### src/rtl/uart_rx_baud.sv
// ---------------------------------------------------------------------------
// uart_rx_baud
//
// 8N1 UART receiver with 16x oversampling and four selectable baud rates.
// Each received byte is presented on data_out together with a single-cycle
// rx_valid strobe. A bad stop bit raises frame_error (held until the next good
// frame). After a framing error the receiver waits for the line to return
// high, so a break condition does not produce a stream of bogus frames.
//
// The default divisors assume a 50 MHz system clock.
//
// Parameters:
//   DIV_2400   clock cycles per oversample tick at baud_select = 2'b00
//   DIV_4800   clock cycles per oversample tick at baud_select = 2'b01
//   DIV_9600   clock cycles per oversample tick at baud_select = 2'b10
//   DIV_19200  clock cycles per oversample tick at baud_select = 2'b11
//
// Ports:
//   clk          system clock, rising edge
//   reset        asynchronous active-low reset
//   rx           serial input, idle high, asynchronous to clk
//   baud_select  rate select, sampled only when a start bit is detected
//   data_out     last correctly received byte
//   rx_valid     one-cycle pulse when data_out is updated
//   frame_error  set on a bad stop bit, cleared by the next good frame
//   busy         high whenever the receiver is not idle
// ---------------------------------------------------------------------------
module uart_rx_baud #(
   parameter int DIV_2400  = 1302,
   parameter int DIV_4800  = 651,
   parameter int DIV_9600  = 325,
   parameter int DIV_19200 = 162
) (
   input  logic       clk,
   input  logic       reset,
   input  logic       rx,
   input  logic [1:0] baud_select,
   output logic [7:0] data_out,
   output logic       rx_valid,
   output logic       frame_error,
   output logic       busy
);

   localparam int CW = 16;

   typedef enum logic [2:0] {
      S_IDLE,
      S_START,
      S_DATA,
      S_STOP,
      S_WAIT_IDLE
   } state_t;

   state_t        state_q, state_d;
   logic          rx_meta_q, rxs_q;
   logic [CW-1:0] cnt_q, cnt_d;
   logic [CW-1:0] div_q, div_d;
   logic [CW-1:0] div_sel;
   logic [3:0]    ovs_q, ovs_d;
   logic [2:0]    bit_q, bit_d;
   logic [7:0]    shift_q, shift_d;
   logic [7:0]    data_q, data_d;
   logic          valid_q, valid_d;
   logic          ferr_q, ferr_d;
   logic          tick;

   // Divisor for the currently requested rate; only captured at start detect.
   always_comb begin
      div_sel = CW'(DIV_2400);
      case (baud_select)
         2'b00:   div_sel = CW'(DIV_2400);
         2'b01:   div_sel = CW'(DIV_4800);
         2'b10:   div_sel = CW'(DIV_9600);
         default: div_sel = CW'(DIV_19200);
      endcase
   end

   // Oversample tick: acted on at the edge where the counter wraps.
   assign tick = (cnt_q == div_q - CW'(1));

   always_comb begin
      state_d = state_q;
      cnt_d   = tick ? '0 : cnt_q + CW'(1);
      ovs_d   = tick ? ovs_q + 4'd1 : ovs_q;
      bit_d   = bit_q;
      shift_d = shift_q;
      div_d   = div_q;
      data_d  = data_q;
      valid_d = 1'b0;
      ferr_d  = ferr_q;

      case (state_q)
         S_IDLE: begin
            cnt_d = '0;
            ovs_d = '0;
            if (!rxs_q) begin
               state_d = S_START;
               div_d   = div_sel;
            end
         end
         S_START: begin
            // 8th tick lands mid start bit; a high line here was a glitch.
            if (tick && ovs_q == 4'd7) begin
               state_d = rxs_q ? S_IDLE : S_DATA;
            end
         end
         S_DATA: begin
            // ovs wraps 15 -> 0 by itself, so each bit is 16 ticks apart.
            if (tick && ovs_q == 4'd15) begin
               shift_d = {rxs_q, shift_q[7:1]};
               bit_d   = bit_q + 3'd1;
               if (bit_q == 3'd7) begin
                  state_d = S_STOP;
               end
            end
         end
         S_STOP: begin
            if (tick && ovs_q == 4'd15) begin
               if (rxs_q) begin
                  data_d  = shift_q;
                  valid_d = 1'b1;
                  ferr_d  = 1'b0;
                  state_d = S_IDLE;
               end else begin
                  ferr_d  = 1'b1;
                  state_d = S_WAIT_IDLE;
               end
            end
         end
         S_WAIT_IDLE: begin
            if (rxs_q) begin
               state_d = S_IDLE;
            end
         end
         default: begin
            state_d = S_IDLE;
         end
      endcase

      // Every state entry starts timing from a clean slate.
      if (state_d != state_q) begin
         cnt_d = '0;
         ovs_d = '0;
         bit_d = '0;
      end
   end

   always_ff @(posedge clk or negedge reset) begin
      if (!reset) begin
         state_q   <= S_IDLE;
         rx_meta_q <= 1'b1;
         rxs_q     <= 1'b1;
         cnt_q     <= '0;
         div_q     <= CW'(DIV_2400);
         ovs_q     <= '0;
         bit_q     <= '0;
         shift_q   <= '0;
         data_q    <= '0;
         valid_q   <= 1'b0;
         ferr_q    <= 1'b0;
      end else begin
         state_q   <= state_d;
         rx_meta_q <= rx;
         rxs_q     <= rx_meta_q;
         cnt_q     <= cnt_d;
         div_q     <= div_d;
         ovs_q     <= ovs_d;
         bit_q     <= bit_d;
         shift_q   <= shift_d;
         data_q    <= data_d;
         valid_q   <= valid_d;
         ferr_q    <= ferr_d;
      end
   end

   assign data_out    = data_q;
   assign rx_valid    = valid_q;
   assign frame_error = ferr_q;
   assign busy        = (state_q != S_IDLE);

endmodule

### config.mk
export PLATFORM = sky130hd
export DESIGN_NAME = uart_rx_baud
export DESIGN_NICKNAME = d
export VERILOG_FILES = /design/src/rtl/uart_rx_baud.sv
export SDC_FILE = /design/constraint.sdc
export NUM_CORES = 1
export LEC_CHECK = 0
export CAP_MARGIN = 15
export CORE_ASPECT_RATIO = 1.5
export CORE_UTILIZATION = 40
export CTS_BUF_LIST = sky130_fd_sc_hd__clkbuf_4 sky130_fd_sc_hd__clkbuf_8
export CTS_CLUSTER_DIAMETER = 40
export DETAILED_ROUTE_END_ITERATION = 10
export PLACE_DENSITY = 0.59
export SETUP_SLACK_MARGIN = 0.15
export SYNTH_ARGS = -nofsm -noshare
export SYNTH_HDL_FRONTEND = slang
export SYNTH_SLANG_ARGS = --single-unit
### constraint.sdc
create_clock -name clk -period 8.9 [get_ports clk]
set_input_delay 1.78 -clock clk [delete_from_list [all_inputs] [get_ports clk]]
set_output_delay 1.78 -clock clk [all_outputs]
set_load 0.03 [all_outputs]
==> results of run 1 <==
[metrics by stage]
step	utilization, %	total power [mW]
after floorplan	-	0.378
after CTS	46.6	0.578
after global placement	45.0	0.406
final	46.6	0.569
after global routing	46.6	0.604
after detailed placement	45.0	0.408
[power by group through the flow]
| stage | Combinational (mW) | Clock [mW] | Sequential [mW] |
|---|---|---|---|
| global placement | 0.0942 | 0 | 0.312 |
| CTS | 0.0968 | 0.174 | 0.307 |
| global route | 0.110 | 0.183 | 0.310 |
| detailed placement | 0.0957 | 0 | 0.312 |
| finish | 0.0952 | 0.167 | 0.307 |
| floorplan | 0.0804 | 0 | 0.298 |
[final cells by class]
class,instances,area (sq um)
inverters,11,41.3
clock buffers,5,68.8
well taps,78,97.6
fillers,662,3710
clock inverters,3,43.8
flip-flops and latches,54,1360
repair buffers,17,160
multi-input cells,213,1470
[worst min-delay path by stage]
stage / cells past startpoint / slack [ps] / to
2_1_floorplan: 0 / 350 / rxs_q
3_3_place_gp: 0 / 350 / rxs_q
3_5_place_dp: 0 / 350 / rxs_q
4_1_cts: 0 / 360 / rxs_q
5_1_grt: 0 / 370 / rxs_q
6_report: 0 / 360 / rxs_q
[routing by layer]
layer / share of wire (%) / vias to the layer above / global-route usage, % / routed length, um
li1: - / 1050 / - / -
met1: 42 / 1056 / 18.4 / 2470
met2: 54 / 18 / 31.5 / 3170
met3: 1.7 / 6 / 2.56 / 100
met4: 1.3 / 0 / 6.30 / 78
met5: 0 / - / 0 / 0
[registers in the layout, summed over array words and instances (netlist names)]
| register | cells |
|---|---|
| cnt_q | 16 |
| data_out | 8 |
| div_q | 8 |
| shift_q | 8 |
| ovs_q | 4 |
| bit_q | 3 |
| state_q | 3 |
| frame_error | 1 |
| rx_meta_q | 1 |
| rx_valid | 1 |
| rxs_q | 1 |
[Yosys cell counts (all sizes together) (2+ instances only)]
cell type	n
o31ai	2
and3	5
nand3	13
a22o	2
nand2	27
buf	4
dfstp	5
or3	6
a21oi	15
nor2	25
o21ai	12
mux2	16
mux2i	2
o2111ai	2
or2	2
xor2	11
nor2b	4
or4	4
nand2b	2
ha	10
and4	3
and2	4
xnor2	12
nor4	9
nand4	4
dfrtp	49
clkbuf	4
inv	11
nor3	4
[cell families after synthesis]
family	synth area share, %
buf+inv	2.92
fa+ha+maj	4.30
mux	6.88
xor+xnor	6.92
simple gates	22.1
flops	46.7
compound gates	10.2
[worst max-delay path, cell delays in order, from the launching register on]
cell                              delay (ps)
sky130_fd_sc_hd__dfrtp_1                 520
sky130_fd_sc_hd__or3_1                   440
sky130_fd_sc_hd__clkdlybuf4s50_1         610
[placed cells by master (no fill, tap or decap), types with 2 or more instances in the layout]
cell type,instances
sky130_fd_sc_hd__dfrtp_1,49
sky130_fd_sc_hd__nand2_1,27
sky130_fd_sc_hd__nor2_1,25
sky130_fd_sc_hd__mux2_2,16
sky130_fd_sc_hd__a21oi_1,15
sky130_fd_sc_hd__clkdlybuf4s50_1,14
sky130_fd_sc_hd__nand3_1,13
sky130_fd_sc_hd__xnor2_1,12
sky130_fd_sc_hd__inv_1,11
sky130_fd_sc_hd__xor2_1,11
sky130_fd_sc_hd__o21ai_0,11
sky130_fd_sc_hd__ha_1,10
sky130_fd_sc_hd__nor4_1,8
sky130_fd_sc_hd__and3_1,5
sky130_fd_sc_hd__clkbuf_8,5
sky130_fd_sc_hd__dfstp_2,5
sky130_fd_sc_hd__nor3_1,4
sky130_fd_sc_hd__nor2b_1,4
sky130_fd_sc_hd__nand4_1,4
sky130_fd_sc_hd__and2_1,4
sky130_fd_sc_hd__or3_1,3
sky130_fd_sc_hd__nand2b_1,2
sky130_fd_sc_hd__or2_2,2
sky130_fd_sc_hd__or4_4,2
sky130_fd_sc_hd__or3_2,2
sky130_fd_sc_hd__o2111ai_1,2
sky130_fd_sc_hd__or4_1,2
sky130_fd_sc_hd__mux2i_1,2
sky130_fd_sc_hd__o31ai_1,2
sky130_fd_sc_hd__and4_1,2
sky130_fd_sc_hd__buf_4,2
==> run summary, run 1 <==
======================================================================================
Number of antenna violations at the first check in global routing                    0
Kind of launch point of the worst setup path                                 flip-flop
Share of layout cells above drive strength 1                                     15.5%
Area post-placement                                                       0.00312 sq mm
Synth warnings                                                                       0
Smallest setup slack after layout                                              5240 ps
Critical Path Start                                                         state_q[0]
Count of hold-fix buffers inserted at cts                                            0
Final cell count without fillers                                                   381
Share of the clock period used by the worst path after layout                    41.1%
Final #Nets                                                                        317
Detailed-route DRC error count                                                       0
Achievable Freq                                                                273 MHz
Run status                                                                complete, no violations
Clk Latency, worst-skew pair                                                    310 ps
Syn Nets                                                                           301
Hold_sp                                                                      rx_meta_q
Total Die Area                                                            0.00762 sq mm
Number of clock buffers inserted by TritonCTS                                        5
Clock slew at the register clock pins of the worst setup and hold paths          90 ps
Critical Path End Type                                                      output pin
Final Hold Fails                                                                     0
Biggest area consumer among synthesized cells                             sky130_fd_sc_hd__dfrtp_1
Number of sinks handled by clock tree synthesis                                     54
Final antenna diode count                                                            0
Sequential share of power                                                        53.9%
DP Wirelength                                                                  4280 um
Power dissipated by switching net loads                                       0.170 mW
Post-route clock skew                                                          5.87 ps
CP Class                                                                  flip-flop to output pin
Site row count                                                                      37
Number of nets still failing antenna checks after routing                            0
Number of synthesized register bits                                                 54
Reg-to-reg critical path startpoint                                           div_q[0]
Minimum setup slack among reg-to-reg paths                                     5770 ps
Dominant synthesized flop cell                                            sky130_fd_sc_hd__dfrtp_1
Number of flops mapped to enable cells by yosys                                      0
Via-per-instance ratio                                                            5.59
Required time at the endpoint of the critical path                             7120 ps
Cell depth of the worst flop-to-flop path                                            9
Reported max-cap violation count                                                     0
Area of the core                                                          0.00694 sq mm
Worst VDD drop                                                                0.104 mV
Top-level I/O count                                                                 16
Biggest fanout along the worst timing path                                          13
Setup WS pre-CTS                                                               5590 ps
Number of distinct library cells after synthesis                                    55
Chip Width                                                                     71.6 um
Buffers inserted during post-CTS setup optimization                                  0
Endpoint of the most critical register-to-register path                     state_q[0]
Routability cong.                                                                0.841
Post-layout minimum cycle time                                                 3660 ps
Avg Synthesized Cell Area                                                   10.2 sq um
Fraction of synthesis flops using an asynchronous set or reset pin                100%
Worst rel slew slack                                                             52.8%
Placed instance count                                                              373
Share of Yosys cell area claimed by the top area cell type                       42.2%
Maximum clock path buffer count                                                      2
Remaining global-route overflow                                                      0
Routed wire length                                                             5810 um
Via count of the first global-routing pass                                       2,120
Power share of the combinational group                                           16.7%
Worst setup endpoint                                                              busy
Mean routed wirelength per cell                                                15.3 um
Unrepaired setup endpoints after global routing                                     no
Setup TNS                                                                         0 ps
Worst-Margin Slew                                                               701 ps
Area grow syn2layout                                                             11.2%
Clock root buffer                                                         sky130_fd_sc_hd__clkbuf_8
GRT Util Overall                                                                 16.7%
Number of H-tree levels                                                              2
Port Buffer Count                                                                   15
Number of optimization iterations in the first detailed-route pass                   4
Data arrival at the endpoint of the critical path                              1880 ps
Post-route standard cell area excluding fillers                           0.00324 sq mm
Global-route wire length before repair                                         9960 um
Count of routing violations after the opening detailed-route iteration              76
Clk pwr share                                                                    29.4%
Sequential element share of the synthesized area                                 46.7%
Pint                                                                          0.399 mW
Final worst hold slack                                                          360 ps
Final setup violation count                                                          0
Cell Pwr Density                                                           176 mW/mm^2
Min-Delay Path Class                                                      flip-flop to flip-flop
Largest net degree at the start of global routing                                   55
Clock tree from TritonCTS                                                          yes
Switching share of power                                                         29.9%
Count of vias placed by the detailed router                                      2,130
Gate count of the mapped netlist                                                   286
Post-synthesis cell area                                                  0.00291 sq mm
Final slew viol count                                                                0
Area contributors post-synth                                              sky130_fd_sc_hd__dfrtp_1 42%, sky130_fd_sc_hd__mux2_2 6.2%, sky130_fd_sc_hd__dfstp_2 4.5%, sky130_fd_sc_hd__ha_1 4.3%, sky130_fd_sc_hd__xnor2_1 3.6%
Chip height                                                                     106 um
Initial core utilization                                                         41.9%
Cts repair resizes                                                                   0
Leak pwr                                                                       1.47 nW
======================================================================================
(Power assumes the default switching activity.)
==> run 2, diff against run 1 <==
- PLACE_DENSITY: 0.59 -> 0.61
- clock period: 8.9 -> 3.35 ns (I/O delays scaled with it)
==> run 2 against run 1 <==
Final area rose by 1.0%. Critical path depth rose by 5. Sequential cell count did not move. Clock-buffer cell count rose by 2. First-iteration DRC count rose by 18%. Routed wire length rose by 2.5%. Clock skew rose by 2.3 ps. Non-clock buffer count rose by 3. Global-route usage rose by 0.12 points. Largest cell class unchanged. Highest routed layer unchanged.
==> run summary, run 2 (same netlist as run 1, synthesis figures left out) <==
======================================================================================
Worst-Margin Slew                                                               816 ps   +115 ps
Count of vias placed by the detailed router                                      2,153   +1.1%
Post-route clock skew                                                          8.19 ps   +2.31 ps
Final Hold Fails                                                                     0   unchanged
Largest net degree at the start of global routing                                   38   -31%
Data arrival at the endpoint of the critical path                              3270 ps   +1390 ps
Biggest fanout along the worst timing path                                          14   +1
Leak pwr                                                                       1.48 nW   +1.2%
Area of the core                                                          0.00694 sq mm   unchanged
Top reg by flops                                                                 cnt_q
Min-Delay Path Class                                                      flip-flop to flip-flop
Number of nets still failing antenna checks after routing                            0   unchanged
Area of combinational cells with multiple inputs                          0.00148 sq mm   +0.60%
Required time at the endpoint of the critical path                             3590 ps   -3530 ps
Reported max-cap violation count                                                     0   unchanged
Setup WS pre-CTS                                                                318 ps   -5270 ps
Number of H-tree levels                                                              2   unchanged
Number of antenna violations at the first check in global routing                    0   unchanged
GRT Util Overall                                                                 16.9%   +0.12 points
Run status                                                                complete, no violations
Achievable Freq                                                                330 MHz
Slowest cell on crit path                                                 sky130_fd_sc_hd__or4_4
Via-per-instance ratio                                                            5.61   +0.29%
Setup TNS                                                                         0 ps   unchanged
Total of fill cells in the finished design                                         673   +1.7%
Clock slew at the register clock pins of the worst setup and hold paths         100 ps   about the same
Number of clock buffers inserted by TritonCTS                                        5   unchanged
Number of optimization iterations in the first detailed-route pass                   4   unchanged
Ordered list of cells on the worst path                                   or4_4 -> o32ai_2 -> a22o_2 -> o21ai_2 -> or4_4 -> or4_1 -> a21oi_1
Routability cong.                                                                0.821   -2.3%
Commonest cells after routing, fill and taps aside                        49 x sky130_fd_sc_hd__dfrtp_1, 27 x sky130_fd_sc_hd__nand2_1, 25 x sky130_fd_sc_hd__nor2_1
Worst VDD drop                                                                0.303 mV   +190%
Chip Width                                                                     71.6 um   unchanged
Count of routing violations after the opening detailed-route iteration              90   +18%
Port Buffer Count                                                                   15   unchanged
Slowest stage delay, CP                                                         640 ps   +30 ps
Leading cell type in the layout, fill and taps excluded                   sky130_fd_sc_hd__dfrtp_1
Smallest setup slack after layout                                               320 ps   -4920 ps
Kind of launch point of the worst setup path                                 flip-flop
Total Die Area                                                            0.00762 sq mm   unchanged
Detailed-route DRC error count                                                       0   unchanged
Via count of the first global-routing pass                                       2,043   -3.6%
Final setup violation count                                                          0   unchanged
Final slew viol count                                                                0   unchanged
Clock root buffer                                                         sky130_fd_sc_hd__clkbuf_8
Share of layout cells above drive strength 1                                     16.3%   +0.83 points
Mean routed wirelength per cell                                                15.5 um   +1.7%
Clock tree from TritonCTS                                                          yes
Chip height                                                                     106 um   unchanged
Initial core utilization                                                         41.9%   unchanged
Top-level I/O count                                                                 16   unchanged
Final antenna diode count                                                            0   unchanged
Crit-path most repeated cell                                              sky130_fd_sc_hd__or4_4
Post-layout minimum cycle time                                                 3030 ps
Maximum clock path buffer count                                                      2   unchanged
Sequential cell area                                                      0.00136 sq mm   unchanged
Unrepaired setup endpoints after global routing                                     no
Flip-flop count of the largest register, all copies and words added                 16   unchanged
Share of the clock period used by the worst path after layout                    90.4%
Final #Nets                                                                        320   +0.95%
DP Wirelength                                                                  4350 um   +1.6%
CP Class                                                                  flip-flop to flip-flop
Routed wire length                                                             5960 um   +2.5%
Site row count                                                                      37   unchanged
Number of sinks handled by clock tree synthesis                                     54   unchanged
Critical Path End Type                                                       flip-flop
Area grow syn2layout                                                             12.3%
Global-route wire length before repair                                         9910 um   -0.48%
Worst rel slew slack                                                             45.6%   -7.2 points
Cell Pwr Density                                                           469 mW/mm^2   +170%
Clk Latency, worst-skew pair                                                    310 ps   about the same
Remaining global-route overflow                                                      0   unchanged
======================================================================================
-- run 2: critical path, delay by kind of cell, from the launching register on --
kind,cells,cell delay (ps)
AND/OR/NAND/NOR,3,1760
AO/OA/AOI/OAI,4,710
flip-flops,1,510
-- run 2: power breakdown --
group	internal [mW]	switching, mW
combinational	0.123	0.139
sequential	0.715	0.102
clock	0.240	0.213
total	1.08	0.455
-- run 2: timing repair --
action / CTS / global route
hold buffers: 0 / 0
setup endpoints to repair: 0 / 11
setup buffers: 0 / 0
resized for setup: 0 / 2
-- run 2: layout make-up --
cell class,count,area share (%)
clock buffer,7,2.57
clock inverter,1,0.919
inverter,11,1.26
multi-input combinational,213,45.1
sequential,54,41.5
tap,78,2.99
timing repair buffer,20,5.59
-- run 2: routing by layer --
metal	up-vias	wire [um]	GRT usage (%)	share of wire [%]
met3	6	213	3.22	3.6
met4	0	97	6.44	1.6
li1	1049	-	-	-
met5	-	0	0	0
met1	1053	2470	18.8	42
met2	45	3180	30.9	53
-- run 2: final timing paths --
check	start	endpoint	slack, ps	cells after the start
hold / removal	rx_meta_q	rxs_q	360	0
min in group asynchronous	reset	ovs_q[2]	440	1
hold reg to reg	rx_meta_q	rxs_q	360	0
setup / recovery	div_q[9]	ovs_q[3]	320	7
setup reg to reg	div_q[9]	ovs_q[3]	320	7
max in group asynchronous	reset	rxs_q	2180	2
-- run 2: through the flow --
step / std cells / utilization [%] / hold WS [ps] / power [mW] / instance area, sq um
after floorplan: 286 / - / 345 / 1.00 / 2910
after global placement: 376 / 45.3 / 349 / 1.08 / 3150
after detailed placement: 376 / 45.3 / 347 / 1.09 / 3150
after CTS: 384 / 46.9 / 366 / 1.55 / 3260
after global routing: 384 / 47.1 / 369 / 1.62 / 3270
final: 384 / 47.1 / 364 / 1.53 / 3270
